==> src/rtl/irq_arbiter_pkg.sv <==
// lib_irq: shared state type and r_data word formatting for irq_arbiter.
// The tag byte is only non-zero when irq_arbiter is built with IRQ_ARBITER_TAG_EN.
package lib_irq;

    typedef enum logic {IDLE, PRESENT} irq_state_t;

    localparam int TAG_LSB = 24;

    // Payload sits in the low 24 bits; the tag byte rides on top for the CPU to decode.
    function automatic logic [31:0] fmt_payload(input logic [TAG_LSB-1:0] p24,
                                                input logic [7:0]         tag);
        logic [31:0] word;
        word                 = '0;
        word[TAG_LSB-1:0]    = p24;
        word[TAG_LSB +: 8]   = tag;
        return word;
    endfunction

endpackage

==> src/rtl/irq_arbiter_rr_pick.sv <==
// rr_pick: combinational round-robin picker returning the first set request bit
// found scanning upward from ptr, wrapping from N_SRC-1 back to 0.
module rr_pick #(
    parameter int N_SRC = 4,
    parameter int PTR_W = $clog2(N_SRC)
) (
    input  logic [N_SRC-1:0] req,
    input  logic [PTR_W-1:0] ptr,
    output logic             any,
    output logic [PTR_W-1:0] idx
);

    // cand carries one extra bit so ptr+k can exceed N_SRC-1 before the wrap.
    always_comb begin
        logic [PTR_W:0] cand;
        any  = 1'b0;
        idx  = '0;
        cand = '0;
        for (int k = 0; k < N_SRC; k++) begin
            cand = {1'b0, ptr} + (PTR_W+1)'(k);
            if (cand >= (PTR_W+1)'(N_SRC)) begin
                cand = cand - (PTR_W+1)'(N_SRC);
            end
            if (!any && req[cand[PTR_W-1:0]]) begin
                any = 1'b1;
                idx = cand[PTR_W-1:0];
            end
        end
    end

endmodule

==> src/rtl/irq_arbiter.sv <==
// irq_arbiter: shares the CPU irr/ack/r_data channel between N_SRC one-entry source buffers.
// Define IRQ_ARBITER_TAG_EN to expose the granted source index in r_data[31:24].
module irq_arbiter
    import lib_irq::*;
#(
    parameter int N_SRC  = 4,
    parameter int DATA_W = 24
) (
    input  logic                    clk,
    input  logic                    reset,
    input  logic [N_SRC-1:0]        src_valid,
    input  logic [N_SRC*DATA_W-1:0] src_data,
    output logic [N_SRC-1:0]        src_ready,
    output logic                    irr,
    input  logic                    ack,
    output logic [31:0]             r_data
);

    localparam int PTR_W = $clog2(N_SRC);

    logic [DATA_W-1:0] payload_q [N_SRC];
    logic [N_SRC-1:0]  pending;
    logic [PTR_W-1:0]  rr_ptr;
    logic [PTR_W-1:0]  grant;
    logic [PTR_W-1:0]  pick_idx;
    logic              pick_any;
    logic [7:0]        tag_w;
    irq_state_t        state;

    assign src_ready = ~pending & {N_SRC{~reset}};

`ifdef IRQ_ARBITER_TAG_EN
    assign tag_w = 8'(pick_idx);
`else
    assign tag_w = 8'h00;
`endif

    rr_pick #(.N_SRC(N_SRC)) u_pick (
        .req (pending),
        .ptr (rr_ptr),
        .any (pick_any),
        .idx (pick_idx)
    );

    // Capture and clear never hit the same bit in one edge: capture needs it free, clear needs it busy.
    always_ff @(posedge clk or posedge reset) begin
        if (reset) begin
            pending <= '0;
            rr_ptr  <= '0;
            grant   <= '0;
            state   <= IDLE;
            irr     <= 1'b0;
            r_data  <= '0;
            for (int i = 0; i < N_SRC; i++) begin
                payload_q[i] <= '0;
            end
        end else begin
            for (int i = 0; i < N_SRC; i++) begin
                if (src_valid[i] && src_ready[i]) begin
                    payload_q[i] <= src_data[i*DATA_W +: DATA_W];
                    pending[i]   <= 1'b1;
                end
            end
            case (state)
                IDLE: begin
                    if (pick_any) begin
                        grant  <= pick_idx;
                        r_data <= fmt_payload(24'(payload_q[pick_idx]), tag_w);
                        irr    <= 1'b1;
                        state  <= PRESENT;
                    end
                end
                PRESENT: begin
                    if (ack) begin
                        pending[grant] <= 1'b0;
                        rr_ptr         <= (grant == PTR_W'(N_SRC-1)) ? '0 : grant + PTR_W'(1);
                        irr            <= 1'b0;
                        state          <= IDLE;
                    end
                end
            endcase
        end
    end

endmodule
==> config.mk <==
export PLATFORM = sky130hd
export DESIGN_NAME = irq_arbiter
export DESIGN_NICKNAME = d
export VERILOG_FILES = /design/src/rtl/irq_arbiter_pkg.sv /design/src/rtl/irq_arbiter_rr_pick.sv /design/src/rtl/irq_arbiter.sv
export SDC_FILE = /design/constraint.sdc
export NUM_CORES = 1
export LEC_CHECK = 0
export ABC_AREA = 0
export CORE_MARGIN = 5
export CORE_UTILIZATION = 54
export CTS_CLUSTER_SIZE = 24
export DETAILED_ROUTE_END_ITERATION = 7
export GPL_ROUTABILITY_DRIVEN = 0
export GPL_TIMING_DRIVEN = 1
export HOLD_SLACK_MARGIN = 0.05
export PLACE_DENSITY = 0.86
export SLEW_MARGIN = 20
export SYNTH_ARGS = -nofsm -noshare
export SYNTH_HDL_FRONTEND = slang
export SYNTH_HIERARCHICAL = 1
export SYNTH_SLANG_ARGS = --single-unit
==> constraint.sdc <==
create_clock -name clk -period 10.8 [get_ports clk]
set_input_delay 2.16 -clock clk [delete_from_list [all_inputs] [get_ports clk]]
set_output_delay 2.16 -clock clk [all_outputs]
set_load 0.01 [all_outputs]
==> qor.csv, run 1 <==
stage,metric,value,unit
status,outcome,"finished, final reports clean",
yosys,post_synth_num_cell_types,28,
floorplan,die_width,114,µm
min_path,min-delay-path-class,reg2reg,
detailed_routing,postRouteAntennaNets,0,
layout,seq_area,0.00325,mm²
layout,final-instance-count-excl-fill,633,
cts,post_cts_resized,0,
global_routing,vias_in_the_first_global_route,4094,
detailed_routing,drt-vias-per-instance,5.58,
critical_path,cp_data_required_time,8.64,ns
detailed_routing,route.vias.total,3533,
floorplan,std_cell_rows,37,
cts,htree_num_levels,4,
yosys,post_synth_main_area_contributors,"sky130_fd_sc_hd__dfrtp_1 56%, sky130_fd_sc_hd__mux2_2 20%, sky130_fd_sc_hd__mux4_2 7.4%",
critical_path,critical_path.cell_chain,clkdlybuf4s50_1 -> nor2_1 -> clkdlybuf4s50_1,
yosys,synth_warnings,6,
layout,finalInstanceArea,0.00784,mm²
floorplan,die_height,114,µm
yosys,avgSynthCellArea,16.7,µm²
critical_path,critPathTopFamily,buffers and inverters,
critical_path,critPathSlowestCell,sky130_fd_sc_hd__clkdlybuf4s50_1,
critical_path,critPathLaunchType,primary input,
yosys,synth_sequential_area_ratio,56.1,%
yosys,netlist.top_cell.by_area,sky130_fd_sc_hd__dfrtp_1,
cts,clock_path_buffers,2,
global_routing,first_pass_grt_wire_length,22000,µm
critical_path,reg2reg_start,pending[1]$_DFF_PP0_,
critical_path,critical_path_buf_inv_count,2,
power_and_ir_drop,p_leak,0.00332,µW
power_and_ir_drop,internal-power,1810,µW
flow_run,max-cap-violations,0,
cts,post_cts.repair.setup_buffers,0,
place,port_buffers,131,
yosys,synthDominantCellAreaShare,56.1,%
power_and_ir_drop,sequential_cell_fraction_of_total_power,35.4,%
yosys,ys_ff_latch,130,
cts,clock_sink_count,130,
power_and_ir_drop,p_sw,757,µW
cts,holdBufCountCts,0,
cts,clkLatencyLatePin,0.51,ns
floorplan,fp.coreArea,0.0104,mm²
layout,area_growth_syn_to_layout,35.2,%
min_path,min-delay-start,payload_q[10]$_DFFE_PP0P_,
detailed_routing,dr.first_iter.drc_count,144,
cts,cts_root_buffer,sky130_fd_sc_hd__clkbuf_8,
layout,n_fill_cell,645,
floorplan,start_util,55.7,%
layout,drive_above_1_share,37.6,%
critical_path,ff2ff_setup_slack,7.92,ns
detailed_routing,route.detailed.drc,0,
detailed_routing,number_of_detailed_routing_iterations_run_before_antenna_repair,4,
sta,rsz_0062_raised_after_global_routing,false,
critical_path,critical_path.max_fanout,9,
cts,cts_tree,yes,
power_and_ir_drop,switching_fraction,29.5,%
floorplan,boundaryPins,140,
min_path,min_delay_path_depth,1,
global_routing,grtUsageTotal,22.5,%
place,place_inst,600,
power_and_ir_drop,clock_share_of_power,23.9,%
sta,period_needed,5.86,ns
layout,total_area_of_multi_input_combinational_cells,0.00236,mm²
sta,fin_worst_skew,0.0106,ns
cts,cts.clk_slew.worst_paths,0.06,ns
global_routing,antenna_found_initial,0,
place,dpl-instance-area,0.00717,mm²
sta,max-slew-margin-rel,30.9,%
sta,final_max_slew_viol_count,0,
yosys,syn-cell-area,0.00580,mm²
critical_path,data_arrival_time_at_the_worst_slack_endpoint,3.70,ns
critical_path,crit_path_frequent_cell,sky130_fd_sc_hd__clkdlybuf4s50_1,
critical_path,critPathLaunch,reset,
sta,timing_worst_slew_pin_value,1.03,ns
layout,nets,591,
floorplan,die_area,0.0129,mm²
sta,final_hold_viol_count,0,
place,dp.final_hpwl,9160,µm
power_and_ir_drop,peakVddDrop,0.172,mV
critical_path,cp_slowest_stage_delay,0.73,ns
sta,setup-tns-final,0,ns
critical_path,critical_path_depth,3,
yosys,post_synth_inst_count,347,
cts,cts-buffers-inserted,17,
sta,achievable-frequency,0.171,GHz
global_routing,grt_max_degree,69,
global_routing,global_route.overflow_total,0,
power_and_ir_drop,comb_power_share,40.7,%
detailed_routing,avgRoutedWirePerCell,22.0,µm
detailed_routing,finalWirelength,13900,µm
power_and_ir_drop,power_per_cell_area,327,mW/mm²
sta,fin_crit_sh,54.3,%
layout,antenna_cells_inserted,0,
sta,setup_viol_count_final,0,
critical_path,ff2ff_path_depth,6,
critical_path,timing.setup.critical_path_class,in2out,
critical_path,worstSetupEndpointType,output port,
==> layout make-up <==
type	count	share of cell area, %
flip-flops and latches	130	41.5
clock inverters	11	2.22
multi-input cells	188	30.1
well taps	136	2.17
repair buffers	138	17.6
clock buffers	21	5.98
inverters	9	0.463
==> stage by stage <==
stage | total power (µW) | util (%) | hold slack [ns] | setup WS, ns
2_1_floorplan | 1640 | - | 0.449 | 4.97
4_1_cts | 2580 | 75.0 | 0.490 | 4.93
3_5_place_dp | 1940 | 68.9 | 0.476 | 4.93
3_3_place_gp | 1870 | 68.9 | 0.460 | 4.95
6_report | 2570 | 75.3 | 0.489 | 4.94
5_1_grt | 2700 | 75.3 | 0.522 | 4.85
==> placed cells by master (no fill, tap or decap), types with 5 or more instances in the layout <==
cell and count:
sky130_fd_sc_hd__clkdlybuf4s50_1 131, sky130_fd_sc_hd__dfrtp_1 130, sky130_fd_sc_hd__mux2_2 101, sky130_fd_sc_hd__mux4_2 19
sky130_fd_sc_hd__mux2_4 19, sky130_fd_sc_hd__clkbuf_16 16, sky130_fd_sc_hd__conb_1 8, sky130_fd_sc_hd__nor2_1 7
sky130_fd_sc_hd__inv_1 7, sky130_fd_sc_hd__buf_4 6, sky130_fd_sc_hd__mux4_1 5, sky130_fd_sc_hd__clkbuf_8 5
==> worst reg2reg max path, cell delays in order, from the launching register on <==
cell                      delay (ns)
sky130_fd_sc_hd__dfrtp_1        0.51
sky130_fd_sc_hd__inv_1          0.10
sky130_fd_sc_hd__a221o_1        0.41
sky130_fd_sc_hd__a21oi_4        0.40
sky130_fd_sc_hd__buf_4          0.45
sky130_fd_sc_hd__mux4_1         0.62
sky130_fd_sc_hd__mux2_2         0.27
==> layer usage <==
layer  track usage, %  part of all wire (%)
met5                0                     0
met4             5.69                  0.57
met3             7.16                   7.4
met2             37.9                    51
met1             28.3                    41
==> logic make-up (layout without fill, tap and decap cells) <==
group	after synthesis	in the layout	synth area share, %
other cells	1	8	0.0646
mux	148	148	34.9
compound gates	13	13	1.64
fa+ha+maj	4	4	0.863
buf+inv	36	179	4.27
flops	130	130	56.1
simple gates	15	15	2.16
==> sequential cells by signal, indices dropped and copies added, names as in the netlist <==
signal and cells:
pending 4, irr 1, state 1, rr_ptr 2, r_data 24, grant 2
payload_q 96
==> final timing paths <==
kind / endpoint
max: src_ready[3]
min: payload_q[10]$_DFFE_PP0P_
max reg2reg: r_data[8]$_DFFE_PP0P_
min reg2reg: payload_q[10]$_DFFE_PP0P_
max in group asynchronous: payload_q[51]$_DFFE_PP0P_
min in group asynchronous: payload_q[66]$_DFFE_PP0P_
==> synthesized netlist by cell type, drive strengths merged <==
cell type	count
a21o	1
mux4	24
nor2b	1
nor2	7
nand2b	1
nor3b	4
a221o	1
o21ai	1
dfrtp	130
o2bb2ai	1
o221ai	1
nand3	1
inv	9
a2bb2oi	4
conb	1
ha	4
clkbuf	2
mux2	124
and2	1
a21oi	4
buf	25
==> power groups by stage <==
stage               logic (µW)  registers [µW]  clock network, µW
floorplan                  772             872                  0
global placement           987             882                  0
detailed placement        1030             903                  0
CTS                       1050             906                623
global route              1120             937                644
finish                    1050             907                613
(Power assumes the default switching activity.)
==> run 2, diff against run 1 <==
--- a/config.mk
+++ b/config.mk
@@ -7,13 +7,13 @@
 export LEC_CHECK = 0
 export ABC_AREA = 0
 export CORE_MARGIN = 5
-export CORE_UTILIZATION = 54
+export CORE_UTILIZATION = 50
 export CTS_CLUSTER_SIZE = 24
 export DETAILED_ROUTE_END_ITERATION = 7
 export GPL_ROUTABILITY_DRIVEN = 0
 export GPL_TIMING_DRIVEN = 1
 export HOLD_SLACK_MARGIN = 0.05
-export PLACE_DENSITY = 0.86
+export PLACE_DENSITY = 0.8
 export SLEW_MARGIN = 20
 export SYNTH_ARGS = -nofsm -noshare
 export SYNTH_HDL_FRONTEND = slang
==> constraint.sdc (replaced) <==
create_clock -name clk -period 6 [get_ports clk]
set_input_delay 1.2 -clock clk [delete_from_list [all_inputs] [get_ports clk]]
set_output_delay 1.2 -clock clk [all_outputs]
set_load 0.01 [all_outputs]
==> qor.csv, run 2 (same netlist as run 1, synthesis figures left out) <==
stage,metric,value,unit,change
sta,final.setup.worst_slack,1.99,ns,was 4.94 ns
layout,nets,592,,was 591
sta,fin_crit_sh,66.8,%,
min_path,min-delay-path-class,reg2reg,,unchanged
place,port_buffers,131,,unchanged
layout,area_growth_syn_to_layout,34.4,%,was 35.2%
layout,final_common_cell,sky130_fd_sc_hd__clkdlybuf4s50_1,,unchanged
sta,setup-tns-final,0,ns,unchanged
place,dpl-instance-area,0.00719,mm²,was 0.00717 mm²
critical_path,data_arrival_time_at_the_worst_slack_endpoint,2.81,ns,was 3.70 ns
cts,cts.clk_slew.worst_paths,0.06,ns,about the same
power_and_ir_drop,p_leak,0.00330,µW,was 0.00332 µW
critical_path,critical_path.max_fanout,9,,unchanged
detailed_routing,postRouteAntennaNets,0,,unchanged
layout,largest_reg_flops,96,,unchanged
layout,reg_top3,"payload_q x96, r_data x24, pending x4",,unchanged
layout,drive_above_1_share,37.8,%,was 37.6%
floorplan,die_height,118,µm,was 114 µm
detailed_routing,avgRoutedWirePerCell,20.3,µm,was 22.0 µm
floorplan,std_cell_rows,39,,was 37
global_routing,first_pass_grt_wire_length,21300,µm,was 22000 µm
layout,most-common-layout-cells,"131 x sky130_fd_sc_hd__clkdlybuf4s50_1, 130 x sky130_fd_sc_hd__dfrtp_1, 101 x sky130_fd_sc_hd__mux2_2",,unchanged
sta,timing_worst_slew_pin_value,1.01,ns,was 1.03 ns
detailed_routing,route.vias.total,3473,,was 3533
sta,fin_worst_skew,0.0198,ns,was 0.0106 ns
cts,post_cts.repair.setup_buffers,0,,unchanged
layout,seq_area,0.00325,mm²,unchanged
layout,n_fill_cell,791,,was 645
place,setup_ws_pre_cts,2.00,ns,was 4.93 ns
floorplan,die_area,0.0139,mm²,was 0.0129 mm²
floorplan,die_width,118,µm,was 114 µm
detailed_routing,dr.first_iter.drc_count,145,,was 144
detailed_routing,drt-vias-per-instance,5.42,,was 5.58
cts,post_cts_resized,0,,unchanged
global_routing,antenna_found_initial,0,,unchanged
power_and_ir_drop,peakVddDrop,0.293,mV,was 0.172 mV
power_and_ir_drop,power_per_cell_area,571,mW/mm²,was 327 mW/mm²
sta,period_needed,4.01,ns,
sta,achievable-frequency,0.249,GHz,
cts,htree_num_levels,4,,unchanged
layout,finalInstanceArea,0.00779,mm²,was 0.00784 mm²
floorplan,boundaryPins,140,,unchanged
global_routing,grt_max_degree,61,,was 69
global_routing,grtUsageTotal,19.7,%,was 22.5%
cts,holdBufCountCts,0,,unchanged
status,outcome,"finished, final reports clean",,unchanged
global_routing,global_route.overflow_total,0,,unchanged
cts,clock_path_buffers,2,,unchanged
critical_path,cp_data_required_time,4.80,ns,was 8.64 ns
cts,cts-buffers-inserted,17,,unchanged
layout,antenna_cells_inserted,0,,unchanged
detailed_routing,finalWirelength,13000,µm,was 13900 µm
cts,cts_tree,yes,,unchanged
critical_path,timing.setup.critical_path_class,in2out,,unchanged
layout,postLayoutCoreUtil,68.3,%,was 75.3%
floorplan,fp.coreArea,0.0114,mm²,was 0.0104 mm²
cts,clkLatencyLatePin,0.42,ns,was 0.51 ns
global_routing,vias_in_the_first_global_route,3930,,was 4094
layout,largest_register,payload_q,,unchanged
cts,cts_root_buffer,sky130_fd_sc_hd__clkbuf_16,,was sky130_fd_sc_hd__clkbuf_8
detailed_routing,route.detailed.drc,0,,unchanged
place,dp.final_hpwl,8700,µm,was 9160 µm
floorplan,start_util,50.8,%,was 55.7%
critical_path,worstSetupEndpointType,output port,,unchanged
sta,final_hold_viol_count,0,,unchanged
sta,max-slew-margin-rel,32.4,%,was 30.9%
layout,total_area_of_multi_input_combinational_cells,0.00236,mm²,unchanged
critical_path,critPathLaunchType,primary input,,unchanged
sta,setup_viol_count_final,0,,unchanged
sta,final_max_slew_viol_count,0,,unchanged
cts,clock_sink_count,130,,unchanged
flow_run,max-cap-violations,0,,unchanged
sta,rsz_0062_raised_after_global_routing,false,,unchanged
detailed_routing,number_of_detailed_routing_iterations_run_before_antenna_repair,4,,unchanged
==> run 2: metal layers <==
metal	GRT usage [%]	part of all wire, %	up-vias
li1	-	-	1535
met1	25.6	42	1803
met2	31.3	50	128
met3	6.63	7.7	7
met4	6.24	0.71	0
met5	0	0	-
==> run 2: where the power goes <==
group / internal [µW] / switching, µW
logic: 1190 / 650
registers: 1340 / 269
clock network: 614 / 392
total: 3140 / 1310
==> run 2: path summary, 6_finish.rpt <==
path | startpoint | to | slack, ns | cells past startpoint
worst max-delay path | reset | src_ready[3] | 1.99 | 3
worst min-delay path | payload_q[9]$_DFFE_PP0P_ | payload_q[9]$_DFFE_PP0P_ | 0.48 | 1
worst max register to register | pending[1]$_DFF_PP0_ | r_data[12]$_DFFE_PP0P_ | 3.04 | 6
worst min register to register | payload_q[9]$_DFFE_PP0P_ | payload_q[9]$_DFFE_PP0P_ | 0.48 | 1
max in group asynchronous | reset | payload_q[55]$_DFFE_PP0P_ | 3.26 | 3
min in group asynchronous | reset | payload_q[92]$_DFFE_PP0P_ | 1.78 | 2
==> run 2: area by class of cell <==
type / instances / share of cell area (%)
Clock buffer: 17 / 5.46
Clock inverter: 15 / 2.05
Inverter: 9 / 0.465
Multi-Input combinational cell: 188 / 30.2
Sequential cell: 130 / 41.7
Tap cell: 143 / 2.30
Timing Repair Buffer: 139 / 17.8
==> run 2: worst max-delay path, stage by stage <==
cell,delay (ns)
sky130_fd_sc_hd__clkdlybuf4s50_1,0.77
sky130_fd_sc_hd__nor2_1,0.27
sky130_fd_sc_hd__clkdlybuf4s50_1,0.56
==> run 2: through the flow <==
stage	power [µW]	hold slack, ns	instances
5_1_grt	4710	0.509	641
3_5_place_dp	3470	0.472	608
6_report	4450	0.483	641
3_3_place_gp	3380	0.465	608
4_1_cts	4500	0.486	640
2_1_floorplan	2960	0.449	354
